`config.mk`:
```
export PLATFORM = sky130hd
export DESIGN_NAME = fifo_wr_arbiter
export DESIGN_NICKNAME = d
export VERILOG_FILES = /design/src/rtl/fifo_wr_arbiter.sv
export SDC_FILE = /design/constraint.sdc
export NUM_CORES = 1
export LEC_CHECK = 0
export ABC_AREA = 1
export CORE_MARGIN = 2
export CORE_UTILIZATION = 40
export DETAILED_ROUTE_END_ITERATION = 16
export DONT_BUFFER_PORTS = 1
export GPL_TIMING_DRIVEN = 0
export SLEW_MARGIN = 25
export SYNTH_ARGS = -nofsm -noshare
export SYNTH_HDL_FRONTEND = slang
export SYNTH_SLANG_ARGS = --single-unit
```
`constraint.sdc`:
```
create_clock -name clk -period 3.68 [get_ports clk]
set_input_delay 1.104 -clock clk [delete_from_list [all_inputs] [get_ports clk]]
set_output_delay 1.104 -clock clk [all_outputs]
set_load 0.1 [all_outputs]
```
`src/rtl/fifo_wr_arbiter.sv`:
```
// fifo_wr_arbiter
// Round-robin owner of the FIFO write port for two producers. A grant lasts
// until the owner has had BURST words accepted or drops its request. Ownership
// then passes straight to the next requester, with no idle cycle in between.
//
//   state | meaning
//   ------+-------------------------------------------------------------
//   IDLE  | no owner, fifo_wr_en and fifo_din held at 0
//   OWN0  | producer 0 owns the write port (gnt0 = 1)
//   OWN1  | producer 1 owns the write port (gnt1 = 1)
module fifo_wr_arbiter #(
    parameter int WIDTH = 8,
    parameter int BURST = 4
) (
    input  logic             clk,
    input  logic             rst,
    input  logic             req0,
    input  logic [WIDTH-1:0] data0,
    input  logic             req1,
    input  logic [WIDTH-1:0] data1,
    input  logic             fifo_full,
    output logic             gnt0,
    output logic             gnt1,
    output logic             fifo_wr_en,
    output logic [WIDTH-1:0] fifo_din
);

    typedef enum logic [1:0] {
        IDLE = 2'd0,
        OWN0 = 2'd1,
        OWN1 = 2'd2
    } state_t;

    // cnt_q counts the words accepted so far in the current grant; the
    // BURST-th acceptance is the one seen while cnt_q == BURST-1.
    localparam logic [3:0] CNT_LAST = 4'(BURST - 1);

    state_t     state_q, state_d;
    logic       last_q, last_d;
    logic [3:0] cnt_q, cnt_d;

    logic acc0;
    logic acc1;
    logic release_own;

    // Shared arbitration used from IDLE and on every release. On a tie the
    // winner is the producer that is not 'last'.
    function automatic state_t arbitrate(input logic r0, input logic r1,
                                         input logic last);
        state_t nxt;
        if (r0 && r1) begin
            nxt = last ? OWN0 : OWN1;
        end else if (r0) begin
            nxt = OWN0;
        end else if (r1) begin
            nxt = OWN1;
        end else begin
            nxt = IDLE;
        end
        return nxt;
    endfunction

    // Grants come straight from the registered state; acceptance and the
    // write port are combinational from the grants and the current inputs.
    always_comb begin
        gnt0       = (state_q == OWN0);
        gnt1       = (state_q == OWN1);
        acc0       = gnt0 & req0 & ~fifo_full;
        acc1       = gnt1 & req1 & ~fifo_full;
        fifo_wr_en = acc0 | acc1;
        if (gnt0) begin
            fifo_din = data0;
        end else if (gnt1) begin
            fifo_din = data1;
        end else begin
            fifo_din = '0;
        end
    end

    // Next-state, round-robin pointer and burst counter.
    always_comb begin
        state_d     = state_q;
        last_d      = last_q;
        cnt_d       = cnt_q;
        release_own = 1'b0;

        case (state_q)
            IDLE: begin
                state_d = arbitrate(req0, req1, last_q);
            end
            OWN0: begin
                // While full, acc0 is 0, so only a dropped request can release.
                if (!req0 || (acc0 && (cnt_q == CNT_LAST))) begin
                    release_own = 1'b1;
                    state_d     = arbitrate(req0, req1, 1'b0);
                end
            end
            OWN1: begin
                if (!req1 || (acc1 && (cnt_q == CNT_LAST))) begin
                    release_own = 1'b1;
                    state_d     = arbitrate(req0, req1, 1'b1);
                end
            end
            default: begin
                state_d = IDLE;
            end
        endcase

        // A release clears the count even when the same producer is
        // re-granted, so a re-grant starts a fresh burst.
        if (release_own || (state_q == IDLE)) begin
            cnt_d = '0;
        end else if (acc0 || acc1) begin
            cnt_d = cnt_q + 4'd1;
        end

        if (state_d == OWN0) begin
            last_d = 1'b0;
        end else if (state_d == OWN1) begin
            last_d = 1'b1;
        end
    end

    // State registers. Reset is synchronous and beats every transition.
    // last resets to 1 so that producer 0 wins the first tie.
    always_ff @(posedge clk) begin
        if (rst) begin
            state_q <= IDLE;
            last_q  <= 1'b1;
            cnt_q   <= '0;
        end else begin
            state_q <= state_d;
            last_q  <= last_d;
            cnt_q   <= cnt_d;
        end
    end

endmodule

```
# Word level (Yosys, flattened, before mapping)
# Index checks and enable logic that the tools add are counted.
[classes] addsub=1 n_eq_ne=5 mux=16 bitwise_logic=6 reduce_logical=12
[op_table] cell="$mux W2" n=8
[op_table] cell="$mux W8" n=2
[op_table] cell="$pmux W2 S3" n=1
[op_table] cell="$add A4 B1 Y4 const B" n=1
[op_table] cell="$and A1 B1 Y1" n=4
[op_table] cell="$eq A2 B1 Y1 const B" n=2
[op_table] cell="$eq A2 B2 Y1 const B" n=2
[op_table] cell="$eq A4 B2 Y1 const B" n=1
[op_table] cell="$logic_or A1 B1 Y1" n=4
[op_table] cell="$mux W1" n=4
[op_table] cell="$logic_and A1 B1 Y1" n=3
[op_table] cell="$logic_not A1 Y1" n=2
[op_table] cell="$logic_not A2 Y1" n=1
[op_table] cell="$pmux W1 S2" n=1
[op_table] cell="$reduce_bool A2 Y1" n=1
[op_table] cell="$reduce_or A2 Y1" n=1
[op_table] cell="$not A1 Y1" n=1
[op_table] cell="$or A1 B1 Y1" n=1
[word_totals] reg_bits=7 in_bits=21 out_inout_bits=11

# Longest topological paths before layout
# Gate-level depths: netlist of the first run.
[depth] word_depth=10 depth_mapped=15

# Worst setup path before layout of the first run
# No wires, ideal clock.
[synth_timing] path_kind="register to output" from="register state_q[0]" to="output port fifo_din[0]" arrival_ns=2.325 required_time_ns=2.576 setup_slack_ns=0.251 path_stages_with_launch=6 n_path_buf=1 path_cell_list="dfxtp_1 -> inv_1 -> ha_1 -> buf_2 -> nand3_1 -> nand2_1"
[synth_between] elab_chain_cells=3 word_cells_on_any_way=4 classes_between="eq/ne: 2; mux: 2"
[synth_lines] element="from (decl)" line="38" source="state_t state_q, state_d;"
[synth_lines] element="from (signal assigned)" line="132" source="state_q <= state_d;"
[synth_lines] element="$eq A2 B2 Y1" line="67" source="gnt1 = (state_q == OWN1);"
[synth_lines] element="named net gnt1" line="23" source="output logic gnt1,"
[synth_lines] element="$mux W8" line="73" source="end else if (gnt1) begin"
[synth_lines] element="$mux W8" line="71" source="if (gnt0) begin"
[synth_lines] element="to (decl)" line="25" source="output logic [WIDTH-1:0] fifo_din"
# The timed path passes the listed nets, and every way through them passes these cells.

# Worst setup path after layout of the first run
[layout_timing] from="register state_q[1]" to="output port fifo_din[0]"
[layout_between] word_cells_on_any_way=4 classes_between="eq/ne: 2; mux: 2"
[layout_lines] element="$eq A2 B1 Y1" line="66" source="gnt0 = (state_q == OWN0);"
[layout_lines] element="named net gnt0" line="22" source="output logic gnt0,"
[layout_lines] element="$mux W8" line="71"
# The timed path passes the listed nets, and every way through them passes these cells.

==> results of run 1 <==
-- stage by stage --
stage	worst slack, ns	util [%]	total power, W	cell area (µm²)	std cells
global placement	0.1246	44.25	0.0002848	674.4	123
CTS	0.1780	46.31	0.0003600	705.7	127
global route	0.05729	46.31	0.0003766	705.7	127
finish	0.2057	46.31	0.0003542	705.7	127
detailed placement	0.1014	44.25	0.0002864	674.4	123
floorplan	0.2510	-	0.0002719	654.4	107
-- path summary, 6_finish.rpt --
check	slack [ns]	end
worst max-delay path	0.21	fifo_din[0]
worst min-delay path	0.50	last_q
worst max register to register	1.30	last_q
worst min register to register	0.50	last_q
-- sequential cells by signal, summed over array words and instances, names as in the netlist --
register,count
cnt_q,4
state_q,2
last_q,1
-- metal layers --
layer	part of all wire (%)	wire (µm)	GRT usage (%)
met4	1.8	23	10.91
met2	43	557	21.18
met3	5.9	77	4.082
met5	0	0	0
met1	49	645	17.44
-- worst min-delay path: stages, from the launching register on --
cell and delay (ns):
dfxtp_1 0.34, a21oi_1 0.07, o21ai_0 0.05
-- kinds of logic (layout without fill, tap and decap cells) --
group | after synthesis | count (layout) | synth area share [%]
XOR/XNOR | 3 | 3 | 4.016
adder cells (fa/ha/maj) | 6 | 6 | 11.47
AO/OA/AOI/OAI | 6 | 6 | 4.971
flip-flops | 7 | 7 | 21.41
buffers and inverters | 13 | 17 | 7.840
AND/OR/NAND/NOR | 72 | 72 | 50.29
-- power by group --
part / leakage, nW / total, W / internal, W / switching, W
sequential: 0.0570 / 0.0000892 / 0.0000830 / 0.00000623
combinational: 0.272 / 0.000196 / 0.0000320 / 0.000164
clock: 0.0150 / 0.0000691 / 0.0000413 / 0.0000278
-- cells in the final DEF, fill, tap and decap left out, types with 3 or more instances in the layout --
master and count:
inv_2 3, nand3_1 16, nor2_2 4, nand2_2 6
nor2_1 7, clkbuf_4 3, a21oi_1 3, inv_1 8
nand2_1 36, dfxtp_1 7, ha_1 4
-- final cells by class --
type / count / area, µm² / share of cell area, %
Inverter: 11 / 41.29 / 5.851
Tap cell: 16 / 20.02 / 2.837
Clock buffer: 4 / 26.28 / 3.723
Buffer: 2 / 10.01 / 1.418
Sequential cell: 7 / 140.1 / 19.86
Multi-Input combinational cell: 87 / 467.9 / 66.31
==> impl_metrics.py, run 1 <==
metrics = {
    "timing": {
        "slew_headroom_pct": 39.88,
        "finalSetupViolations": 0,
        "setup_tns_ns": 0,
        "tightest_slew_ns": 0.8996,
        "min_period_ns": 3.474,
        "report.final.hold_viol_count": 0,
        "clock_skew_ns": 0.004140,
        "rsz0062_at_grt": "false",
        "period_share_pct": 94.41,
        "whs_ns": 0.4979,
        "slew_violations": 0,
        "max_freq_mhz": 287.8,
    },
    "floorplan": {
        "core_mm2": 0.001524,
        "dieWidth_um": 44.45,
        "die_h_um": 44.45,
        "placementRows": 14,
        "die_area_mm2": 0.001975,
        "start_util_pct": 42.94,
        "io_pins": 32,
    },
    "setup_path": {
        "critPathMaxStageDelay_ns": 0.57,
        "arrival_ns": 2.37,
        "crit_path_top_delay_cell": "ha_2",
        "critPathLaunch": "state_q[1]",
        "cpLargestDelayFamily": "simple AND/OR/NAND/NOR gates",
        "crit_path_start_kind": "flip-flop",
        "end_kind": "output pin",
        "r2r_cells": 14,
        "timing.rr.start": "state_q[0]",
        "crit_fanout": 10,
        "cp_num_buf_inv": 3,
        "cp_num_cells": 6,
        "cpMostUsedCell": "inv_1",
        "cp.required_ns": 2.58,
        "crit_type": "reg -> out",
        "crit_path_cell_trace": "inv_1, ha_2, buf_2, inv_1, nand3_1, nand2_1",
    },
    "grt": {
        "grt_max_degree": 11,
        "track_usage_pct": 14.35,
        "grt_antenna_before_repair": 0,
        "grt_pass1_wl_um": 2042,
        "grt_pass1_vias": 528,
        "grt_overflow": 0,
    },
    "cts": {
        "cts_tree": "done",
        "cts_buffers": 3,
        "clock_path_buffers": 2,
        "clkLatencyLatePin_ns": 0.25,
        "cts-root-buf": "clkbuf_4",
        "clock-sinks": 7,
        "post_cts_resized": 2,
        "path_clk_slew_ns": 0.05,
        "post-cts-setup-buffers": 0,
        "ctsHoldBuffers": 0,
        "htreeDepth": 1,
    },
    "logic_synthesis": {
        "synth-seq-cells": 7,
        "synth_nets": 134,
        "synth_edf_count": 0,
        "ys_top_cells_by_area": "dfxtp_1 (21%), nand2_1 (21%), nand3_1 (12%)",
        "synthArstFlopShare_pct": 0,
        "yosysTopAreaCell": "dfxtp_1",
        "seq_area_frac_synth_pct": 21.41,
        "synth_top_area_share_pct": 21.41,
        "syn-cell-area_um2": 654.4,
        "synth_most_common_cell": "nand2_1",
        "yosys_warnings": 0,
        "syn_inst": 107,
        "synth_top_flop_cell": "dfxtp_1",
        "avgSynthCellArea_um2": 6.116,
        "ys_top_cells_by_count": "nand2_1 (36), nand3_1 (16), inv_1 (8)",
        "ys_types": 18,
    },
    "routing": {
        "ant_nets": 0,
        "dr_total_vias": 620,
        "finalWirelength_um": 1304,
        "wl_per_cell_um": 10.27,
        "drc": 0,
        "dr.pass1.iters": 2,
        "drt_first_iter_violations": 11,
        "viasPerCell": 4.882,
    },
    "place": {
        "dp_hpwl_um": 1057,
        "place.gp.congestion": 0.7745,
        "io_buffer_count": 0,
    },
    "power": {
        "cellPowerDensity_mw_per_mm2": 501.9,
        "p_leak_nw": 0.3437,
        "peakVddDrop_mv": 0.2365,
    },
    "worst_hold_path": {
        "hold_path_depth": 2,
        "min_path_type": "reg -> reg",
        "hp-start": "last_q",
    },
    "cells_and_area": {
        "fill_cells": 168,
        "area_growth_pct": 7.839,
        "diodes": 0,
        "layout-drive-gt1-share_pct": 18.92,
        "num-nets-final": 139,
    },
    "run": {
        "maxCapViolCount": 0,
    },
    "status": {
        "outcome": "finished, final reports clean",
    },
}
Note: power is estimated with default switching activity, not from simulation.
==> run 2: changes to the inputs <==
ABC_CLOCK_PERIOD_IN_PS = 3600   (was unset)
CTS_CLUSTER_DIAMETER = 50   (was unset)
clock period = 3.6 ns   (was 3.68 ns; I/O delays follow)
==> results of run 2 <==
Same layout as run 1 (identical final DEF). Status: finished, final reports clean.
Main changes from that run: setup slack after placement 0.1014 ns -> 0.04545 ns; setup slack after layout 0.2057 ns -> 0.1497 ns; register-to-register setup slack 1.30 ns -> 1.22 ns; total power 0.0003542 W -> 0.0003621 W; worst IR drop on VDD 0.2365 mV -> 0.2418 mV
==> run 3: changes to the inputs <==
SLEW_MARGIN = 20   (was 25)
==> results of run 3 <==
Same layout as run 1 (identical final DEF). Status: finished, final reports clean.
Main changes from that run: setup slack after placement 0.1014 ns -> 0.04545 ns; setup slack after layout 0.2057 ns -> 0.1497 ns; register-to-register setup slack 1.30 ns -> 1.22 ns; total power 0.0003542 W -> 0.0003621 W; worst IR drop on VDD 0.2365 mV -> 0.2418 mV
